===== src/rtl/spi_master_mc.sv =====
// spi_master_mc: SPI master with selectable CPOL/CPHA, programmable divider,
// multiple chip selects with optional SS hold, and a latched device interrupt.
module spi_master_mc #(
  parameter  int DW    = 8,
  parameter  int NCS   = 2,
  parameter  int DIV_W = 8,
  localparam int CSW   = (NCS > 1) ? $clog2(NCS) : 1
) (
  input  logic             clk_26,
  input  logic             RESET_N,
  input  logic [DIV_W-1:0] cfg_div,
  input  logic             cfg_cpol,
  input  logic             cfg_cpha,
  input  logic [CSW-1:0]   cfg_cs,
  input  logic             cfg_hold,
  input  logic             tx_valid,
  output logic             tx_ready,
  input  logic [DW-1:0]    tx_data,
  output logic             rx_valid,
  output logic [DW-1:0]    rx_data,
  output logic             busy,
  output logic [NCS-1:0]   SS,
  output logic             SCLK,
  output logic             MOSI,
  input  logic             MISO,
  input  logic             INT,
  input  logic             irq_clr,
  output logic             irq
);

  localparam int ECW = $clog2(2 * DW + 1);

  typedef enum logic [2:0] {
    S_IDLE, S_SETUP, S_SHIFT, S_END, S_GAP
  } state_t;

  state_t           r_state;
  logic             r_run;
  logic [DIV_W-1:0] r_div;
  logic [DIV_W-1:0] r_div_cnt;
  logic             r_cpol;
  logic             r_cpha;
  logic [CSW-1:0]   r_cs;
  logic             r_hold;
  logic             r_held;
  logic [CSW-1:0]   r_held_cs;
  logic             r_pend;
  logic [DW-1:0]    r_tx_sh;
  logic [DW-1:0]    r_rx_sh;
  logic [ECW-1:0]   r_edge;
  logic [NCS-1:0]   r_ss;
  logic             r_sclk;
  logic             r_mosi;
  logic             r_rx_valid;
  logic [DW-1:0]    r_rx_data;
  logic [2:0]       r_int_s;
  logic             r_irq;

  logic             w_tick;
  logic [ECW-1:0]   w_edge_n;
  logic             w_last;
  logic             w_sample;
  logic             w_shift;
  logic [DW-1:0]    w_rx_nxt;
  logic [NCS-1:0]   w_ss_cfg;
  logic [NCS-1:0]   w_ss_lat;
  logic             w_cs_ok;
  logic             w_int_rise;

  // Out-of-range selects decode to all-ones, i.e. no target.
  always_comb begin
    w_ss_cfg = '1;
    w_ss_lat = '1;
    for (int i = 0; i < NCS; i++) begin
      if (cfg_cs == CSW'(i)) w_ss_cfg[i] = 1'b0;
      if (r_cs == CSW'(i))   w_ss_lat[i] = 1'b0;
    end
  end

  assign w_cs_ok    = ~&w_ss_lat;
  assign w_tick     = (r_div_cnt == r_div);
  assign w_edge_n   = r_edge + ECW'(1);
  assign w_last     = (w_edge_n == ECW'(2 * DW));
  assign w_sample   = w_edge_n[0] ^ r_cpha;
  assign w_shift    = ~w_sample &
                      (r_cpha ? (w_edge_n != ECW'(1)) : ~w_last);
  assign w_rx_nxt   = w_sample ? {r_rx_sh[DW-2:0], MISO} : r_rx_sh;
  assign w_int_rise = r_int_s[1] & ~r_int_s[2];

  always_ff @(posedge clk_26 or negedge RESET_N) begin
    if (!RESET_N) begin
      r_state    <= S_IDLE;
      r_run      <= 1'b0;
      r_div      <= '0;
      r_div_cnt  <= '0;
      r_cpol     <= 1'b0;
      r_cpha     <= 1'b0;
      r_cs       <= '0;
      r_hold     <= 1'b0;
      r_held     <= 1'b0;
      r_held_cs  <= '0;
      r_pend     <= 1'b0;
      r_tx_sh    <= '0;
      r_rx_sh    <= '0;
      r_edge     <= '0;
      r_ss       <= '1;
      r_sclk     <= 1'b0;
      r_mosi     <= 1'b0;
      r_rx_valid <= 1'b0;
      r_rx_data  <= '0;
    end else begin
      r_run      <= 1'b1;
      r_rx_valid <= 1'b0;
      if (r_state != S_IDLE)
        r_div_cnt <= w_tick ? '0 : r_div_cnt + DIV_W'(1);
      unique case (r_state)
        S_IDLE: begin
          if (!r_held) r_sclk <= cfg_cpol;
          if (tx_valid && r_run) begin
            r_div     <= cfg_div;
            r_cpol    <= cfg_cpol;
            r_cpha    <= cfg_cpha;
            r_cs      <= cfg_cs;
            r_hold    <= cfg_hold;
            r_tx_sh   <= tx_data;
            r_div_cnt <= '0;
            r_sclk    <= cfg_cpol;
            if (r_held && (r_held_cs != cfg_cs)) begin
              r_ss    <= '1;
              r_held  <= 1'b0;
              r_pend  <= 1'b1;
              r_state <= S_GAP;
            end else begin
              r_ss    <= w_ss_cfg;
              r_mosi  <= tx_data[DW-1];
              r_state <= S_SETUP;
            end
          end
        end
        S_SETUP: begin
          if (w_tick) begin
            r_edge  <= '0;
            r_state <= S_SHIFT;
          end
        end
        S_SHIFT: begin
          if (w_tick) begin
            r_sclk  <= w_last ? r_cpol : ~r_sclk;
            r_edge  <= w_edge_n;
            r_rx_sh <= w_rx_nxt;
            if (w_shift) begin
              r_tx_sh <= r_tx_sh << 1;
              r_mosi  <= r_tx_sh[DW-2];
            end
            if (w_last) begin
              r_rx_data  <= w_rx_nxt;
              r_rx_valid <= 1'b1;
              r_state    <= S_END;
            end
          end
        end
        S_END: begin
          if (w_tick) begin
            if (r_hold && w_cs_ok) begin
              r_held    <= 1'b1;
              r_held_cs <= r_cs;
              r_state   <= S_IDLE;
            end else begin
              r_ss    <= '1;
              r_held  <= 1'b0;
              r_state <= S_GAP;
            end
          end
        end
        S_GAP: begin
          if (w_tick) begin
            if (r_pend) begin
              r_pend  <= 1'b0;
              r_ss    <= w_ss_lat;
              r_mosi  <= r_tx_sh[DW-1];
              r_state <= S_SETUP;
            end else begin
              r_state <= S_IDLE;
            end
          end
        end
        default: r_state <= S_IDLE;
      endcase
    end
  end

  // A new synchronised edge beats a simultaneous clear.
  always_ff @(posedge clk_26 or negedge RESET_N) begin
    if (!RESET_N) begin
      r_int_s <= '0;
      r_irq   <= 1'b0;
    end else begin
      r_int_s <= {r_int_s[1:0], INT};
      if (w_int_rise)   r_irq <= 1'b1;
      else if (irq_clr) r_irq <= 1'b0;
    end
  end

  assign tx_ready = (r_state == S_IDLE) & r_run;
  assign busy     = (r_state != S_IDLE);
  assign rx_valid = r_rx_valid;
  assign rx_data  = r_rx_data;
  assign SS       = r_ss;
  assign SCLK     = r_sclk;
  assign MOSI     = r_mosi;
  assign irq      = r_irq;

endmodule


===== config.mk =====
export PLATFORM = sky130hd
export DESIGN_NAME = spi_master_mc
export DESIGN_NICKNAME = d
export VERILOG_FILES = /design/src/rtl/spi_master_mc.sv
export SDC_FILE = /design/constraint.sdc
export NUM_CORES = 1
export LEC_CHECK = 0
export ABC_AREA = 1
export CAP_MARGIN = 0
export CORE_AREA = 2 2 85 87
export DETAILED_ROUTE_END_ITERATION = 6
export DIE_AREA = 0 0 87 89
export PLACE_DENSITY = 0.71
export SYNTH_ARGS = -nofsm -noshare
export SYNTH_HDL_FRONTEND = slang
export SYNTH_SLANG_ARGS = --single-unit

===== constraint.sdc =====
create_clock -name clk_26 -period 2.7 [get_ports clk_26]
set_input_delay 0.27 -clock clk_26 [delete_from_list [all_inputs] [get_ports clk_26]]
set_output_delay 0.27 -clock clk_26 [all_outputs]
set_load 0.005 [all_outputs]

==> results of run 1 <==
==> power by group through the flow <==
stage,sequential [mW],combinational (mW),clock [mW]
detailed placement,0.998,0.0713,0
global placement,0.998,0.0713,0
CTS,0.979,0.0721,1.11
floorplan,0.998,0.00958,0
finish,0.979,0.0700,1.09
global route,0.979,0.0790,1.15
==> registers in the layout (all words and copies together), names as in the netlist, 2 cells and up <==
register / flops
r_int_s: 3
r_edge: 5
r_div_cnt: 8
rx_data: 8
r_tx_sh: 8
r_rx_sh: 8
r_div: 8
r_state: 3
SS: 2
==> layout make-up <==
class | count | area (µm²)
clock buffer | 10 | 127.6
clock inverter | 6 | 130.1
tap | 80 | 100.1
multi-input combinational | 282 | 1429
timing repair buffer | 44 | 427.9
inverter | 46 | 175.2
fill | 593 | 2700
sequential | 65 | 1629
==> worst paths after layout <==
path	slack [ns]	endpoint	start	depth (start not counted)
min in group clk_26	0.37	r_int_s[1]$_DFF_PN0_	r_int_s[0]$_DFF_PN0_	0
worst min-delay path	0.11	r_int_s[1]$_DFF_PN0_	RESET_N	2
worst max register to register	0.85	r_rx_sh[3]$_DFFE_PN0P_	r_edge[0]$_DFFE_PN0P_	5
worst min register to register	0.37	r_int_s[1]$_DFF_PN0_	r_int_s[0]$_DFF_PN0_	0
max in group asynchronous	2.06	r_tx_sh[7]$_DFFE_PN0P_	RESET_N	2
worst max-delay path	0.66	tx_ready	r_state[1]$_DFFE_PN0P_	4
==> worst max-delay path, stage by stage (launching register included) <==
cell and delay (ns):
dfrtp_1 0.50, nor2_4 0.23, nand2_8 0.10, nor2_1 0.10
clkdlybuf4s50_1 0.50
==> cells in the final DEF, fill, tap and decap left out, drive strengths merged, types with 3 or more instances in the layout <==
cell type / n
a21oi: 10
buf: 4
bufinv: 4
clkbuf: 10
clkdlybuf4s50: 40
clkinv: 3
dfrtp: 63
ha: 3
inv: 45
mux2i: 6
nand2: 143
nand3: 21
nor2: 29
nor3: 5
o21ai: 44
o22ai: 4
xnor2: 4
xor2: 3
==> cell families after synthesis <==
logic type / Yosys count / synth area share
buffers and inverters: 55 / 0.07319
AND/OR/NAND/NOR: 203 / 0.2802
other: 1 / 0.001137
XOR/XNOR: 7 / 0.01858
multiplexers: 6 / 0.01820
adder cells (fa/ha/maj): 3 / 0.01138
flip-flops: 65 / 0.4937
AO/OA/AOI/OAI: 62 / 0.1035
==> per-layer routing <==
metal	routed length (µm)	up-vias
met3	277	7
li1	-	1381
met5	0	-
met2	3018	45
met1	3212	1263
met4	85	0
==> flow_metrics.tcl, run 1 <==
set metrics [dict create \
    drc_errors 0 \
    cts_setup_buffers 0 \
    syn_area_um2 3299 \
    antennaDiodeCount 0 \
    synth_common_cells "nand2_1, dfrtp_1, inv_1" \
    crit_fanout 10 \
    portBuffers 41 \
    cts_inserted_buffers 9 \
    avgSynthCellArea_um2 8.207 \
    final_antenna_net_count 0 \
    htree_levels 3 \
    synth-edff-count 0 \
    internal-power_mw 1.720 \
    p_sw_uw 417.8 \
    cts_resized 0 \
    dpl_cell_area_um2 3761 \
    dr.pass1.iters 4 \
    die_width_um 87 \
    min_path_type "input pin to asynchronous set/reset pin" \
    dp_hpwl_um 4528 \
    synth_nets 431 \
    place_inst 517 \
    rsz0062_at_grt "false" \
    finalNetCount 477 \
    vias_per_cell 5.058 \
    p_sw_frac 0.1954 \
    final_area_um2 4019 \
    yosys_warnings 0 \
    maxCapViolations 0 \
    place_ws_ns 0.8860 \
    ys_seq_elements 65 \
    power.share.combinational 0.033 \
    critical_path_required_ns 2.43 \
    antenna_found_initial 0 \
    dieArea_um2 7743 \
    core.rowCount 30 \
    synth-seq-area-share 0.4937 \
    fin_crit_ns 2.044 \
    cp-end-kind "primary output" \
    grt_util_met2 0.3123 \
    first_global_vias 2584 \
    finalWirelength_um 6594 \
    synth.most_common_cell "nand2_1" \
    grt_start_max_net_pins 66 \
    core-area_um2 6719 \
    overflow 0 \
    num_io_pins 42 \
    fmax_mhz 489.3 \
    grtUsageMet3 0.06187 \
    p_per_area_nw_per_um2 531.9 \
    insertion_delay_ns 0.34 \
    cts_max_path_buffers 2 \
    grtUsageTotal 0.1921 \
    setup_tns_ns 0 \
    ir_drop_mv 0.4592 \
    start_util 0.4911 \
    finalHoldViolCount 0 \
    grt_pass1_wl_um 11650 \
    worst_slew_pin_slew_ns 0.8236 \
    dr.first_iter.drc_count 150 \
    cts_tree "done" \
    num_vias 2696 \
    synth_cell_types 42 \
    status "complete, no violations" \
    finalCritPeriodShare 0.7570 \
    cp.arrival_ns 1.77 \
    yosys-top-cells-area "dfrtp_1, nand2_1, inv_1" \
    pwr-share-clk 0.509 \
    slew_viol_final 0 \
    relSlewSlack 0.4509 \
    crit_type "flip-flop to primary output" \
    holdWs_ns 0.1102 \
    use_met1 0.2476 \
    wl_per_cell_um 12.37 \
    fin_ws_ns 0.6562 \
    fin_worst_skew_ns 0.007122 \
    p_total_mw 2.138 \
    cts_hold_buf 0 \
    synthFlopType "dfrtp_1" \
    async_flop_share 1.000 \
    synth_top_area_frac 0.4778 \
    synth_area_leader_cell "dfrtp_1" \
    finalSetupViolations 0 \
    fin_cells 533 \
    clk_pin_slew_ns 0.07 \
    grt.busiest_layer "met2" \
    p_seq_frac 0.458 \
    clock_sink_count 65 \
    fin_util 0.5981 \
    areaGrowthSynthToFinish_pct 21.80 \
    synthCells 402 \
    die_y_um 89 \
    drive_above_1_share 0.1015 \
    cts_root_buf "clkbuf_8" \
    worst_setup_path_start_kind "flip-flop" \
    gp_congestion 0.7770 \
    static-leakage-power_nw 2.014 \
]
Power figures use the tool's default switching activity.
==> run 2, diff against run 1 <==
PLACE_DENSITY = 0.74   (was 0.71)
clock period = 1.7 ns   (was 2.7 ns; I/O delays follow)
==> run 2 against run 1 <==
Effect of this change: total power up 47%; wire length up 10%; first-iteration DRC count increased by 7.3%; critical path depth is 4 higher; global-route usage rose by 0.37 points; non-clock buffer count increased by 27; die area is the same; sequential power grew 59%; utilization rose by 5.3 points; clock skew grew 0.0031 ns; worst setup slack got worse by 0.60 ns; critical path type is now flip-flop to flip-flop; largest power group is now registers.
==> flow_metrics.tcl, run 2 (synthesis results as in run 1) <==
set metrics [dict create \
    final_antenna_net_count 0 \
    core.rowCount 30 \
    cts_tree "done" \
    finalNetCount 507 \
    finalWirelength_um 7262 \
    status "complete, no violations" \
    critical_path_depth 8 \
    slowest_stage "dfrtp_1" \
    critical_path_required_ns 1.97 \
    die_width_um 87 \
    num_vias 2867 \
    crit_family "simple AND/OR/NAND/NOR gates" \
    crit_buf_inv 2 \
    maxCapViolations 0 \
    crit_fanout 5 \
    fin_ws_ns 0.05830 \
    p_per_area_nw_per_um2 716.6 \
    num_io_pins 42 \
    worst_setup_path_start_kind "flip-flop" \
    cp.arrival_ns 1.91 \
    overflow 0 \
    gp_congestion 0.8253 \
    cts_max_path_buffers 2 \
    finalSetupViolations 0 \
    fmax_mhz 609.1 \
    fillers 550 \
    drc_errors 0 \
    finalHoldViolCount 0 \
    dr.first_iter.drc_count 161 \
    ir_drop_mv 0.6923 \
    crit_type "flip-flop to flip-flop" \
    grt_start_max_net_pins 66 \
    finalCritPeriodShare 0.9657 \
    antennaDiodeCount 0 \
    cp-end-kind "flip-flop" \
    static-leakage-power_nw 2.153 \
    r2r_cells 8 \
    crit_chain "xnor2_1 -> nand2_1 -> nor2_4 -> nand2_4 -> nor2_8 -> inv_6 -> buf_4 -> o22ai_1" \
    dp_hpwl_um 4865 \
    grt_pass1_wl_um 11850 \
    final_common_cell "nand2_1" \
    hold_depth 1 \
    antenna_found_initial 0 \
    multiInputGateArea_um2 1544 \
    clk_pin_slew_ns 0.08 \
    slew_viol_final 0 \
    cts_root_buf "clkbuf_8" \
    htree_levels 3 \
    drive_above_1_share 0.1988 \
    die_y_um 89 \
    fin_crit_ns 1.642 \
    seq_area_um2 1630 \
    portBuffers 41 \
    first_global_vias 2715 \
    place_inst 527 \
    dr.pass1.iters 4 \
    fin_worst_skew_ns 0.01019 \
    core-area_um2 6719 \
    insertion_delay_ns 0.35 \
    min_path_type "input pin to flip-flop" \
    holdWs_ns 0.2643 \
    critPathMaxStageDelay_ns 0.41 \
    areaGrowthSynthToFinish_pct 32.61 \
    dieArea_um2 7743 \
    rsz0062_at_grt "true" \
    fin_cells 563 \
    grtUsageTotal 0.1957 \
    cts_inserted_buffers 9 \
    clock_sink_count 65 \
    vias_per_cell 5.092 \
    wl_per_cell_um 12.90 \
    final_cell_mix "nand2_1, dfrtp_1, clkdlybuf4s50_1" \
    start_util 0.4911 \
    place_ws_ns 0.01967 \
    p_total_mw 3.135 \
]
[run 2: final cells by class]
type	count	share of cell area
clock buffer	10	0.02917
clock inverter	6	0.02088
inverter	46	0.04118
multi-input combinational	285	0.3529
sequential	65	0.3726
tap	80	0.02288
timing repair buffer	71	0.1604
[run 2: repair_timing]
| action | 4_1_cts | 5_1_grt |
|---|---|---|
| hold buffers | 1 | 0 |
| pin swaps | 2 | 12 |
| resized for setup | 4 | 29 |
| setup buffers | 5 | 10 |
| endpoints found under the hold margin | 63 | 0 |
| cloned | 0 | 4 |
| endpoints found under the setup margin | 10 | 43 |
[run 2: through the flow]
step,util,setup TNS (ns),cell area (µm²)
6_report,0.6512,0,4375
5_1_grt,0.6512,-0.3973,4375
4_1_cts,0.6147,0,4130
3_5_place_dp,0.5747,0,3861
3_3_place_gp,0.5747,0,3861
2_1_floorplan,-,0,3299
[run 2: report_power, final]
group          switching [mW]  total (mW)  internal, mW
Clock                   0.630        1.46         0.830
Sequential            0.00274        1.56          1.55
Combinational          0.0526       0.119        0.0667
Total                   0.686        3.14          2.45
[run 2: path summary, 6_finish.rpt]
path                                              from                    end  slack [ns]
worst max-delay path            r_div_cnt[2]$_DFF_PN0_  r_edge[4]$_DFFE_PN0P_        0.06
worst max register to register  r_div_cnt[2]$_DFF_PN0_  r_edge[4]$_DFFE_PN0P_        0.06
worst min-delay path                               INT   r_int_s[0]$_DFF_PN0_        0.26
min in group asynchronous                      RESET_N   r_int_s[1]$_DFF_PN0_        0.36
max in group asynchronous                      RESET_N      SS[0]$_DFFE_PN1P_        1.00
worst min register to register    r_int_s[0]$_DFF_PN0_   r_int_s[1]$_DFF_PN0_        0.35
[run 2: routing by layer]
layer,wire length [µm],vias to the layer above,global-route usage,part of all wire
li1,-,1441,-,-
met1,3271,1345,0.2372,0.45
met2,3589,69,0.3400,0.49
met3,279,12,0.05078,0.038
met4,121,0,0.06676,0.017
met5,0,-,0,0
